### src/rtl/riscv_pkg.sv
// riscv_pkg: shared constants and types for the RV32I pipeline.
//   NOP         - ADDI x0,x0,0, the pipeline bubble word.
//   OPC_BRANCH  - B-type major opcode.
//   OPC_JAL     - JAL major opcode.
//   if_id_t     - IF/ID pipeline register contents.
package riscv_pkg;

    localparam logic [31:0] NOP        = 32'h0000_0013;
    localparam logic [6:0]  OPC_BRANCH = 7'b1100011;
    localparam logic [6:0]  OPC_JAL    = 7'b1101111;

    typedef struct packed {
        logic        valid;
        logic [31:0] pc;
        logic [31:0] instr;
        logic        pred_taken;
        logic [31:0] pred_target;
    } if_id_t;

endpackage

### src/rtl/branch_predecoder.sv
// branch_predecoder: combinational predecode of the fetched word.
// Optional feature macro: BRANCH_PREDICT_EN (static prediction; when absent
// pred_taken is tied to 0 and all control flow changes arrive by redirect).
// Ports:
//   pc          in  32  address of instr
//   instr       in  32  fetched instruction word
//   is_branch   out 1   instr is B-type
//   is_jal      out 1   instr is JAL
//   pred_taken  out 1   fetch should follow pred_target
//   pred_target out 32  pc + immediate of the branch/JAL (mod 2^32)
module branch_predecoder
    import riscv_pkg::*;
(
    input  logic [31:0] pc,
    input  logic [31:0] instr,
    output logic        is_branch,
    output logic        is_jal,
    output logic        pred_taken,
    output logic [31:0] pred_target
);

    logic [31:0] imm_b;
    logic [31:0] imm_j;

    assign is_branch = (instr[6:0] == OPC_BRANCH);
    assign is_jal    = (instr[6:0] == OPC_JAL);

    assign imm_b = {{19{instr[31]}}, instr[31], instr[7], instr[30:25],
                    instr[11:8], 1'b0};
    assign imm_j = {{11{instr[31]}}, instr[31], instr[19:12], instr[20],
                    instr[30:21], 1'b0};

    assign pred_target = pc + (is_jal ? imm_j : imm_b);

`ifdef BRANCH_PREDICT_EN
    // Backward branches (negative offset, sign bit set) are usually loop
    // closers, so they are guessed taken; JAL always goes to its target.
    assign pred_taken = is_jal | (is_branch & instr[31]);
`else
    assign pred_taken = 1'b0;
`endif

endmodule

### src/rtl/instr_fetch_stage.sv
// instr_fetch_stage: IF stage of the 5-stage RV32I pipeline.
// Holds the PC, drives the program memory address and captures the fetched
// word into the IF/ID register.
// Optional feature macro: BRANCH_PREDICT_EN (static branch/JAL prediction).
// Ports:
//   clk               in  1   system clock, rising edge
//   reset             in  1   asynchronous, active-high
//   stall             in  1   hazard unit hold of PC and IF/ID
//   redirect_valid    in  1   EX redirect (mispredict / resolved jump)
//   redirect_pc       in  32  corrected target, bits [1:0] ignored
//   imem_addr         out 32  byte address to program memory (= PC)
//   imem_data         in  32  instruction word, combinational same cycle
//   if_id_valid       out 1   IF/ID holds a real instruction
//   if_id_pc          out 32  PC of the IF/ID instruction
//   if_id_instr       out 32  IF/ID instruction word
//   if_id_pred_taken  out 1   fetch predicted this instruction taken
//   if_id_pred_target out 32  successor PC chosen by fetch
//
// Flow control: there is no handshake. At each rising edge the stage does
// exactly one of: reset, redirect (flush IF/ID, load target), stall (hold
// everything), or advance (capture imem_data, PC <= next_pc). Redirect
// outranks stall so a wrong-path word can never be held by a stall.
module instr_fetch_stage
    import riscv_pkg::*;
#(
    parameter logic [31:0] RESET_PC  = 32'h0000_0000,
    parameter logic [31:0] NOP_INSTR = NOP
)(
    input  logic        clk,
    input  logic        reset,
    input  logic        stall,
    input  logic        redirect_valid,
    input  logic [31:0] redirect_pc,
    output logic [31:0] imem_addr,
    input  logic [31:0] imem_data,
    output logic        if_id_valid,
    output logic [31:0] if_id_pc,
    output logic [31:0] if_id_instr,
    output logic        if_id_pred_taken,
    output logic [31:0] if_id_pred_target
);

    logic [31:0] pc;
    logic [31:0] seq_pc;
    logic [31:0] next_pc;
    if_id_t      if_id;

    logic        pd_is_branch;
    logic        pd_is_jal;
    logic        pd_pred_taken;
    logic [31:0] pd_pred_target;
    logic        take_pred;

    branch_predecoder u_predecoder (
        .pc          (pc),
        .instr       (imem_data),
        .is_branch   (pd_is_branch),
        .is_jal      (pd_is_jal),
        .pred_taken  (pd_pred_taken),
        .pred_target (pd_pred_target)
    );

    assign seq_pc    = pc + 32'd4;
    // Only control-flow words may steer fetch away from the sequential path.
    assign take_pred = pd_pred_taken & (pd_is_branch | pd_is_jal);
    assign next_pc   = take_pred ? pd_pred_target : seq_pc;

    always_ff @(posedge clk or posedge reset) begin
        if (reset) begin
            pc                <= RESET_PC;
            if_id.valid       <= 1'b0;
            if_id.pc          <= 32'h0;
            if_id.instr       <= NOP_INSTR;
            if_id.pred_taken  <= 1'b0;
            if_id.pred_target <= 32'h0;
        end else if (redirect_valid) begin
            // Flush: pc/pred_target are left as-is, only the bubble matters.
            pc               <= {redirect_pc[31:2], 2'b00};
            if_id.valid      <= 1'b0;
            if_id.instr      <= NOP_INSTR;
            if_id.pred_taken <= 1'b0;
        end else if (!stall) begin
            pc                <= next_pc;
            if_id.valid       <= 1'b1;
            if_id.pc          <= pc;
            if_id.instr       <= imem_data;
            if_id.pred_taken  <= take_pred;
            if_id.pred_target <= next_pc;
        end
    end

    assign imem_addr         = pc;
    assign if_id_valid       = if_id.valid;
    assign if_id_pc          = if_id.pc;
    assign if_id_instr       = if_id.instr;
    assign if_id_pred_taken  = if_id.pred_taken;
    assign if_id_pred_target = if_id.pred_target;

endmodule
### config.mk
export PLATFORM = sky130hd
export DESIGN_NAME = instr_fetch_stage
export DESIGN_NICKNAME = d
export VERILOG_FILES = /design/src/rtl/riscv_pkg.sv /design/src/rtl/branch_predecoder.sv /design/src/rtl/instr_fetch_stage.sv
export SDC_FILE = /design/constraint.sdc
export NUM_CORES = 1
export LEC_CHECK = 0
export ABC_AREA = 1
export CELL_PAD_IN_SITES_DETAIL_PLACEMENT = 1
export CELL_PAD_IN_SITES_GLOBAL_PLACEMENT = 2
export CORE_ASPECT_RATIO = 1.5
export CORE_UTILIZATION = 23
export DETAILED_ROUTE_END_ITERATION = 8
export GPL_ROUTABILITY_DRIVEN = 0
export PLACE_DENSITY_LB_ADDON = 0.1
export SLEW_MARGIN = 20
export SYNTH_ARGS = -nofsm -noshare
export SYNTH_HDL_FRONTEND = slang
export SYNTH_SLANG_ARGS = --single-unit
### constraint.sdc
create_clock -name clk -period 4.2 [get_ports clk]
set_input_delay 0.84 -clock clk [delete_from_list [all_inputs] [get_ports clk]]
set_output_delay 0.84 -clock clk [all_outputs]
set_load 0.005 [all_outputs]
# Word level (Yosys, flattened, before mapping)
# Index checks and enable logic that the tools add are counted.
# totals
ramBits,0
romBits,0
register_bits,130
mem_count,0
latch_bits,0
inputBits,68
# classes
mux,5
n_lt_le_gt_ge,0
eq_ne,1
n_addsub,1
reduce_logical,1
n_shift,0
mul,0
n_div,0
bitwise_logic,2
# ops
op,n
$mux 98,1
$mux 32,2
$mux 33,1
$add 32x3->32 const B,1
$ne 2x1->1 const B,1
$not 1->1,2
$reduce_and 2->1,1
$mux 1,1

# Depth between registers and ports, before layout
# Gate-level depths: netlist of the first run.
# logic_depth
depth_word,3
depth_mapped,9

# Cells and area by module
# A second synthesis of the first run with hierarchy kept.
# unflattened
hier_cells,1265
area_unflattened_um2,8760.9
# modules_own_cells
module,seq_area_each_um2,cells_each,area_each_um2,instances
instr_fetch_stage,3256.9,742,6213.5,1
branch_predecoder,0.0,523,2547.4,1

# Least setup slack after synthesis of the first run
# No wires, ideal clock.
# synth_path
kind,input -> register
start,input port redirect_valid
end,"register pc[5], in the netlist imem_addr[5]"
path_buffers,2
setup_time_ps,87
required_ps,4113
t_arrival_ps,1641
path_stages,7
setup_slack_ps,2472
path_cell_list,buf_2 nor2_8 inv_2 buf_2 a21oi_1 o21ai_1 o211ai_1
# synth_between
elab_chain_cells,1
word_cells_on_any_way,2
cone_classes,eq/ne (1); mux (1)
# synth_rtl
element,line,text
"start, declared",instr_fetch_stage.sv:32,"input logic redirect_valid,"
$ne 2x1->1 (no source line) / $mux 32 (equally long branches),n/a,
"end signal, assigned",instr_fetch_stage.sv:78,"pc <= {redirect_pc[31:2], 2'b00};"
"end signal, assigned",instr_fetch_stage.sv:83,pc <= next_pc;
"end, declared",instr_fetch_stage.sv:43,logic [31:0] pc;
# Several ways; a longest one is shown, not always the timed one.
# A chain may end at the register's enable or synchronous reset.

# Worst setup path in the final report of the first run
# layout_path
start,input port redirect_valid
end,"register if_id, in the netlist if_id_instr[21]"
# layout_between
elab_chain_cells,1
word_cells_on_any_way,2
cone_classes,eq/ne (1); mux (1)
# layout_rtl
element,line,text
$ne 2x1->1 (no source line) / $mux 33 (equally long branches),n/a,
"end, declared",instr_fetch_stage.sv:46,if_id_t if_id;
# Several ways; a longest one is shown, not always the timed one.

==> impl_metrics.tcl, run 1 <==
set metrics [dict create \
    dieArea_mm2 0.0245 \
    synth_common_cells "236 x nand2_1, 120 x dfrtp_1, 47 x inv_1, 47 x nand3_1, 46 x o21ai_0" \
    synth_edf_count 0 \
    vias 4895 \
    cp_top_family "buffers and inverters" \
    internal_power_mw 2.62 \
    coreArea_mm2 0.0232 \
    hpwl_mm 13.9 \
    syn2layout_area_growth_pct 51.1 \
    yosys.area.top_type "dfrtp_1" \
    cp.arrival_ns 2.94 \
    cts_num_sinks 123 \
    cp_common_cell "buf_4" \
    port_buffers 188 \
    worst_pin_slew_ns 0.795 \
    final_area_mm2 0.00829 \
    synthTopCellsByArea "dfrtp_1 55%, nand2_1 16%, a22o_1 4.6%, nand3_1 4.3%, o21ai_0 4.2%" \
    n_antenna_cell 0 \
    worst-path-buf-inv 5 \
    p_per_area_mw_per_mm2 430 \
    clkSlewWorstSetupHoldPaths_ns 0.06 \
    fin_setup_tns_ns 0 \
    ys_warn_count 0 \
    postCtsHoldBufs 0 \
    swShare_pct 26.4 \
    status "finished, final reports clean" \
    cp_slowest_cell "clkdlybuf4s50_1" \
    die_y_um 191 \
    routed_wl_mm 19.3 \
    cts_buffers 17 \
    setup_viol 0 \
    ys_types 31 \
    grt_overflow 0 \
    grt_pass1_vias 5398 \
    report.final.slew_viol_count 0 \
    die_w_um 128 \
    fmax_mhz 379 \
    clock_skew_ns 0.00906 \
    ys_ff_latch 123 \
    worstSkewPairLatency_ns 0.43 \
    cp.required_ns 4.51 \
    power.switching_mw 0.943 \
    path_cells "clkdlybuf4s50_1 -> buf_4 -> inv_1 -> nand2_1 -> buf_4 -> inv_2 -> a22o_1" \
    rows 68 \
    yosysMostFrequentCell "nand2_1" \
    drt-initial-drc-count 106 \
    async_flop_share_pct 100 \
    clockBufferDepth 2 \
    start_kind "input port" \
    slowest_delay_ns 0.46 \
    finalHoldViolations 0 \
    post-place-ws_ns 1.08 \
    drive_gt1_share_pct 7.92 \
    p_comb_share_pct 18.1 \
    setup_slack_ns 1.56 \
    hp-class "reg -> reg" \
    drc 0 \
    grt_use_total_pct 16.9 \
    grt_max_degree 67 \
    ant_nets 0 \
    postSynthAreaPerCell_um2 8.68 \
    ios 198 \
    setup.worst_path.class "in -> reg" \
    synth_cells 632 \
    seq_area_frac_synth_pct 56.2 \
    wl_per_cell_um 16.8 \
    htree_levels 4 \
    ir_drop_mv 0.270 \
    fin_crit_ns 2.64 \
    synthFlopType "dfrtp_1" \
    start_util_pct 23.6 \
    nets 889 \
    rsz0062_at_grt "false" \
    postCtsResizedCells 0 \
    drt-pass1-iter-count 4 \
    max-cap-violations 0 \
    final_util_pct 35.7 \
    endpoint_kind "flop" \
    clock-root-buffer "clkbuf_16" \
    antenna_found_initial 0 \
    grt_pass1_wl_mm 31.1 \
    synth_area_mm2 0.00549 \
    relSlewSlack_pct 47.0 \
    clockPowerShare_pct 41.7 \
    avgViaCountPerCell 4.26 \
    holdWs_ns 0.469 \
    post_cts_buffers 0 \
    seq_power_share_pct 40.2 \
    power_leakage_nw 3.79 \
    cp_max_fo 42 \
    cts_tree "yes" \
    fin_crit_sh_pct 62.8 \
    synth_top_area_share_pct 54.7 \
    dpl_cell_area_mm2 0.00769 \
]
sequential cells by signal (all words and copies together) (netlist names):
| name | count |
|---|---|
| if_id_pred_target | 30 |
| if_id_pc | 30 |
| if_id_instr | 32 |
| if_id_valid | 1 |
| imem_addr | 30 |
stage by stage:
| stage | total power [mW] | std cells |
|---|---|---|
| floorplan | 1.67 | 638 |
| global placement | 2.11 | 1116 |
| detailed placement | 2.12 | 1116 |
| CTS | 3.64 | 1148 |
| global route | 3.77 | 1148 |
| finish | 3.57 | 1148 |
worst reg2reg max path, cell delays in order (launching register included):
cell     delay [ns]
dfrtp_1        0.50
nand2_1        0.18
nor2_2         0.26
nand2_1        0.19
nor2_1         0.22
nand2_1        0.09
nand2_1        0.07
nand3_1        0.10
nand2_1        0.11
power groups by stage:
stage               Combinational (mW)  Sequential (mW)  Clock [mW]
floorplan                        0.224             1.44           0
global placement                 0.653             1.45           0
detailed placement               0.661             1.46           0
CTS                              0.666             1.44        1.54
global route                     0.719             1.46        1.59
finish                           0.647             1.43        1.49
placed cells by master, fill, tap and decap left out, types with 2 or more instances in the layout:
cell type,synthesis,final
xor2_1,2,2
clkdlybuf4s50_1,0,188
clkbuf_16,0,17
a22o_1,29,29
clkinv_4,0,2
o21bai_1,2,2
nand2_1,236,236
inv_2,3,3
buf_4,7,5
clkinvlp_4,0,2
clkbuf_8,1,4
inv_1,47,46
nand3_1,47,47
a21oi_1,3,3
nor2_2,8,8
nor2_4,6,6
nor2_1,29,29
xnor2_1,2,2
clkinv_2,0,5
o211ai_1,3,3
dfstp_2,3,3
bufinv_16,0,2
buf_12,0,2
conb_1,1,7
o21ai_0,46,46
nand2_4,2,2
o22a_1,3,3
and2_1,2,2
dfrtp_1,120,120
per-layer routing:
layer	track usage, %	routed length [µm]	vias up
met1	20.1	8380	2371
met5	0	0	-
met3	3.67	701	19
met2	29.8	9950	122
met4	6.06	308	0
li1	-	-	2383
cell type report:
| cell class | count | area (µm²) |
|---|---|---|
| flip-flops and latches | 123 | 3080 |
| inverters | 50 | 190 |
| multi-input cells | 433 | 2070 |
| clock inverters | 11 | 118 |
| repair buffers | 195 | 1960 |
| fillers | 2709 | 14900 |
| well taps | 315 | 394 |
| clock buffers | 21 | 480 |
cell families (layout without fill, tap and decap cells):
logic type      after synthesis  in the layout  synth area share (%)
simple gates                334            334                  26.0
flops                       123            123                  56.2
compound gates               87             87                  10.4
buf+inv                      82            277                  6.57
xor+xnor                      4              4                 0.639
fa+ha+maj                     1              1                 0.228
other cells                   1              7                0.0683
worst paths after layout:
path,start,end,slack [ns],depth (start not counted)
max,redirect_valid,if_id_instr[21]$_DFFE_PP0N_,1.56,7
min,if_id_pc[7]$_DFFE_PP0P_,if_id_pc[7]$_DFFE_PP0P_,0.47,2
max reg2reg,imem_addr[18]$_DFFE_PP0N_,if_id_pred_target[27]$_DFFE_PP0P_,2.42,8
min reg2reg,if_id_pc[7]$_DFFE_PP0P_,if_id_pc[7]$_DFFE_PP0P_,0.47,2
max in group asynchronous,reset,if_id_pred_target[19]$_DFFE_PP0P_,2.66,3
min in group asynchronous,reset,if_id_pc[7]$_DFFE_PP0P_,0.79,2
No activity file was read; power rests on OpenSTA's default activity.
==> inputs of run 2 (changes only) <==
- CORE_UTILIZATION: 23 -> 25
- clock period: 4.2 -> 2.8 ns (I/O delays scaled with it)
==> impl_metrics.tcl, run 2 (synthesis results as in run 1) <==
set metrics [dict create \
    status "finished, final reports clean" \
    clkSlewWorstSetupHoldPaths_ns 0.05 \
    clockBufferDepth 2 \
    ir_drop_mv 0.421 \
    cp_max_fo 6 \
    seq_power_share_pct 40.6 \
    top_layer_used "met4" \
    rows 66 \
    hp-class "reg -> reg" \
    fin_crit_sh_pct 73.5 \
    final_area_mm2 0.00821 \
    power_leakage_nw 3.77 \
    worstSkewPairLatency_ns 0.42 \
    path_cells "clkdlybuf4s50_1" \
    grt_pass1_vias 5562 \
    relSlewSlack_pct 45.7 \
    setup_viol 0 \
    die_w_um 123 \
    final_common_cell "nand2_1" \
    dpl_cell_area_mm2 0.00763 \
    fin_cells 1104 \
    holdWs_ns 0.472 \
    syn2layout_area_growth_pct 49.7 \
    cts_tree "yes" \
    htree_levels 4 \
    power.switching_mw 1.38 \
    fmax_mhz 486 \
    grt_pass1_wl_mm 30.7 \
    drt-pass1-iter-count 4 \
    final_cell_mix "236 x nand2_1, 188 x clkdlybuf4s50_1, 120 x dfrtp_1, 47 x nand3_1" \
    rrSetupSlack_ns 0.95 \
    max-cap-violations 0 \
    hold_path_depth 2 \
    cp_slowest_cell "clkdlybuf4s50_1" \
    ios 198 \
    internal_power_mw 3.93 \
    worst_pin_slew_ns 0.815 \
    fin_setup_tns_ns 0 \
    rsz0062_at_grt "false" \
    postCtsResizedCells 0 \
    nets 890 \
    die_y_um 183 \
    report.final.slew_viol_count 0 \
    wl_met3_um 957 \
    clockPowerShare_pct 41.1 \
    clock_skew_ns 0.00966 \
    wirelength_met1_mm 8.02 \
    drc 0 \
    coreArea_mm2 0.0216 \
    cp.arrival_ns 1.50 \
    fin_crit_ns 2.06 \
    postCtsHoldBufs 0 \
    grt_max_degree 124 \
    vias 5012 \
    grt_use_total_pct 18.1 \
    drt-initial-drc-count 164 \
    final_util_pct 38.0 \
    setup.worst_path.class "reg -> out" \
    port_buffers 188 \
    routed_wl_mm 19.1 \
    p_per_area_mw_per_mm2 646 \
    n_antenna_cell 0 \
    antenna_found_initial 0 \
    endpoint_kind "output port" \
    wl_met2_mm 9.85 \
    timing.rr.end "imem_addr[16]$_DFFE_PP0N_" \
    ant_nets 0 \
    cp_top_family "buffers and inverters" \
    grt_overflow 0 \
    cts_buffers 17 \
    power_mw 5.31 \
    cts_num_sinks 123 \
    avgViaCountPerCell 4.54 \
    start_util_pct 25.4 \
    placed_cells 1074 \
    post-place-ws_ns 0.426 \
    wl_per_cell_um 17.3 \
    hpwl_mm 13.6 \
    post_cts_buffers 0 \
    drive_gt1_share_pct 7.57 \
    swShare_pct 26.0 \
    setup_slack_ns 0.743 \
    slowest_delay_ns 0.58 \
    largest_register_ffs 32 \
    start_kind "flop" \
    whs_endpoint "if_id_pc[7]$_DFFE_PP0P_" \
    dieArea_mm2 0.0226 \
    cp.required_ns 2.24 \
    min_from "if_id_pc[7]$_DFFE_PP0P_" \
    r2r-start "imem_addr[3]$_DFFE_PP0N_" \
    clock-root-buffer "clkbuf_16" \
    rr_worst_depth 8 \
    worst-path-buf-inv 1 \
    p_comb_share_pct 18.3 \
    finalHoldViolations 0 \
]
[run 2: cell types whose count changed in the layout (fill, tap and decap cells not counted), sizes merged]
cell      before  now
inv           50   49
buf            7    8
clkinv         7    3
clkbuf        21   23
clkinvlp       2    3
[run 2: tightest hold or removal path, delay by kind of cell (launching register included)]
family	cells	cell delay, ns
DFF	1	0.34
and+or+nand+nor	2	0.10
[run 2: area by class of cell]
| cell class | instances | area [µm²] |
|---|---|---|
| Inverter | 50 | 191 |
| Tap cell | 272 | 340 |
| Clock inverter | 7 | 90.1 |
| Clock buffer | 23 | 488 |
| Fill cell | 2521 | 13400 |
| Timing Repair Buffer | 196 | 1950 |
| Sequential cell | 123 | 3080 |
| Multi-Input combinational cell | 433 | 2070 |
[run 2: routing by layer]
metal / up-vias / global-route usage, %
li1: 2388 / -
met1: 2468 / 21.4
met2: 137 / 31.9
met3: 19 / 4.22
met4: 0 / 5.90
met5: - / 0
[run 2: how the worst max path moves through the flow]
stage | from | end | slack, ns | cells past startpoint
2_1_floorplan | reset | if_id_instr[10]$_DFFE_PP0N_ | 0.73 | 1
6_report | imem_addr[8]$_DFFE_PP0N_ | imem_addr[8] | 0.74 | 1
5_1_grt | imem_addr[18]$_DFFE_PP0N_ | imem_addr[18] | 0.68 | 1
4_1_cts | imem_addr[7]$_DFFE_PP0N_ | imem_addr[7] | 0.71 | 1
3_5_place_dp | redirect_valid | imem_addr[16]$_DFFE_PP0N_ | 0.43 | 5
3_3_place_gp | redirect_valid | imem_addr[16]$_DFFE_PP0N_ | 0.49 | 5
[run 2: power groups by stage]
| stage | logic, mW | registers (mW) | clock network (mW) |
|---|---|---|---|
| 6_report | 0.971 | 2.16 | 2.18 |
| 5_1_grt | 1.08 | 2.19 | 2.32 |
| 4_1_cts | 0.997 | 2.16 | 2.24 |
| 3_5_place_dp | 0.989 | 2.19 | 0 |
| 3_3_place_gp | 0.971 | 2.18 | 0 |
| 2_1_floorplan | 0.337 | 2.17 | 0 |
==> inputs of run 3 (changes only) <==
- clock period: 2.8 -> 2.1 ns (I/O delays scaled with it)
==> impl_metrics.tcl, run 3 (synthesis results as in run 1) <==
set metrics [dict create \
    status "finished, final reports clean" \
    cp_top_family "buffers and inverters" \
    ant_nets 0 \
    post-place-ws_ns -0.0256 \
    grt_use_total_pct 17.4 \
    finalHoldViolations 0 \
    power.switching_mw 1.88 \
    drc 0 \
    cp.arrival_ns 1.52 \
    final_area_mm2 0.00831 \
    p_comb_share_pct 18.2 \
    coreArea_mm2 0.0216 \
    grt_pass1_wl_mm 29.5 \
    ir_drop_mv 0.507 \
    path_cells "clkdlybuf4s50_1" \
    cp.required_ns 1.68 \
    fmax_mhz 515 \
    drive_gt1_share_pct 8.35 \
    timing.rr.end "imem_addr[16]$_DFFE_PP0N_" \
    r2r-start "imem_addr[2]$_DFFE_PP0N_" \
    grt_pass1_vias 5308 \
    fill_cells 2495 \
    fin_crit_sh_pct 92.4 \
    clockBufferDepth 2 \
    start_util_pct 25.4 \
    worstSkewPairLatency_ns 0.42 \
    post_cts_buffers 0 \
    die_w_um 123 \
    rr_worst_depth 8 \
    wl_per_cell_um 17.1 \
    max-cap-violations 0 \
    worst-path-buf-inv 1 \
    cp_slowest_cell "clkdlybuf4s50_1" \
    placed_cells 1079 \
    dpl_cell_area_mm2 0.00771 \
    rsz0062_at_grt "false" \
    cp_max_fo 6 \
    relSlewSlack_pct 48.2 \
    ios 198 \
    swShare_pct 26.1 \
    fin_setup_tns_ns 0 \
    hpwl_mm 13.8 \
    cts_num_sinks 123 \
    antenna_found_initial 0 \
    drt-pass1-iter-count 4 \
    rrSetupSlack_ns 0.29 \
    holdWs_ns 0.470 \
    power_leakage_nw 3.82 \
    htree_levels 4 \
    cts_buffers 17 \
    setup_slack_ns 0.159 \
    final_cell_mix "236 x nand2_1, 188 x clkdlybuf4s50_1, 120 x dfrtp_1, 47 x nand3_1" \
    drt-initial-drc-count 169 \
    slowest_delay_ns 0.57 \
    dieArea_mm2 0.0226 \
    nets 895 \
    cts_tree "yes" \
    avgViaCountPerCell 4.49 \
    fin_cells 1110 \
    endpoint_kind "output port" \
    internal_power_mw 5.32 \
    syn2layout_area_growth_pct 51.4 \
    grt_max_degree 70 \
    seq_area_mm2 0.00308 \
    rows 66 \
    routed_wl_mm 19.0 \
    postCtsResizedCells 0 \
    final_common_cell "nand2_1" \
    clkSlewWorstSetupHoldPaths_ns 0.06 \
    vias 4979 \
    n_antenna_cell 0 \
    largest_register_ffs 32 \
    start_kind "flop" \
    port_buffers 188 \
    seq_power_share_pct 39.9 \
    multi_input_comb_area_mm2 0.00207 \
    p_per_area_mw_per_mm2 866 \
    clockPowerShare_pct 41.9 \
    setup_viol 0 \
    setup.worst_path.class "reg -> out" \
    hp-class "in -> async" \
    report.final.slew_viol_count 0 \
    fin_crit_ns 1.94 \
    grt_overflow 0 \
    clock-root-buffer "clkbuf_16" \
    clock_skew_ns 0.00833 \
    postCtsHoldBufs 0 \
    worst_pin_slew_ns 0.776 \
    die_y_um 183 \
]
==> run 3: changes by cell type in the layout (fill, tap and decap cells not counted), sizes merged <==
cell | before | now
inv | 49 | 51
bufinv | 2 | 3
clkinv | 3 | 4
clkbuf | 23 | 20
buf | 8 | 13
==> run 3: routing by layer <==
layer,GRT usage [%],up-vias,routed length (µm)
li1,-,2388,-
met1,20.5,2445,7890
met2,30.7,136,9780
met3,4.00,10,1060
met4,5.66,0,221
met5,0,-,0
==> run 3: worst max path at each step <==
stage                        startpoint                           to  slack, ns  depth (start not counted)
5_1_grt        imem_addr[8]$_DFFE_PP0N_                 imem_addr[8]       0.11                          1
6_report       imem_addr[8]$_DFFE_PP0N_                 imem_addr[8]       0.16                          1
2_1_floorplan                     reset  if_id_instr[10]$_DFFE_PP0N_       0.17                          1
4_1_cts        imem_addr[8]$_DFFE_PP0N_                 imem_addr[8]       0.13                          1
3_5_place_dp             redirect_valid    imem_addr[16]$_DFFE_PP0N_      -0.03                          6
3_3_place_gp             redirect_valid  if_id_instr[15]$_DFFE_PP0N_       0.06                          5
==> run 3: final cells by class <==
class	count	area share [%]
repair buffers	201	24.4
inverters	50	2.30
well taps	272	4.10
clock buffers	20	5.50
flip-flops and latches	123	37.1
clock inverters	11	1.72
multi-input cells	433	24.9
==> run 3: power by group through the flow <==
stage          Sequential, mW  Combinational, mW  Clock [mW]
5_1_grt                  2.91               1.45        3.21
2_1_floorplan            2.89              0.449           0
3_3_place_gp             2.91               1.32           0
3_5_place_dp             2.92               1.33           0
6_report                 2.87               1.31        3.02
4_1_cts                  2.88               1.34        3.10
==> run 3: per-stage QoR <==
step | total power [mW] | utilization, %
global route | 7.57 | 38.4
finish | 7.20 | 38.4
floorplan | 3.34 | -
CTS | 7.33 | 38.4
detailed placement | 4.25 | 35.6
global placement | 4.22 | 35.6
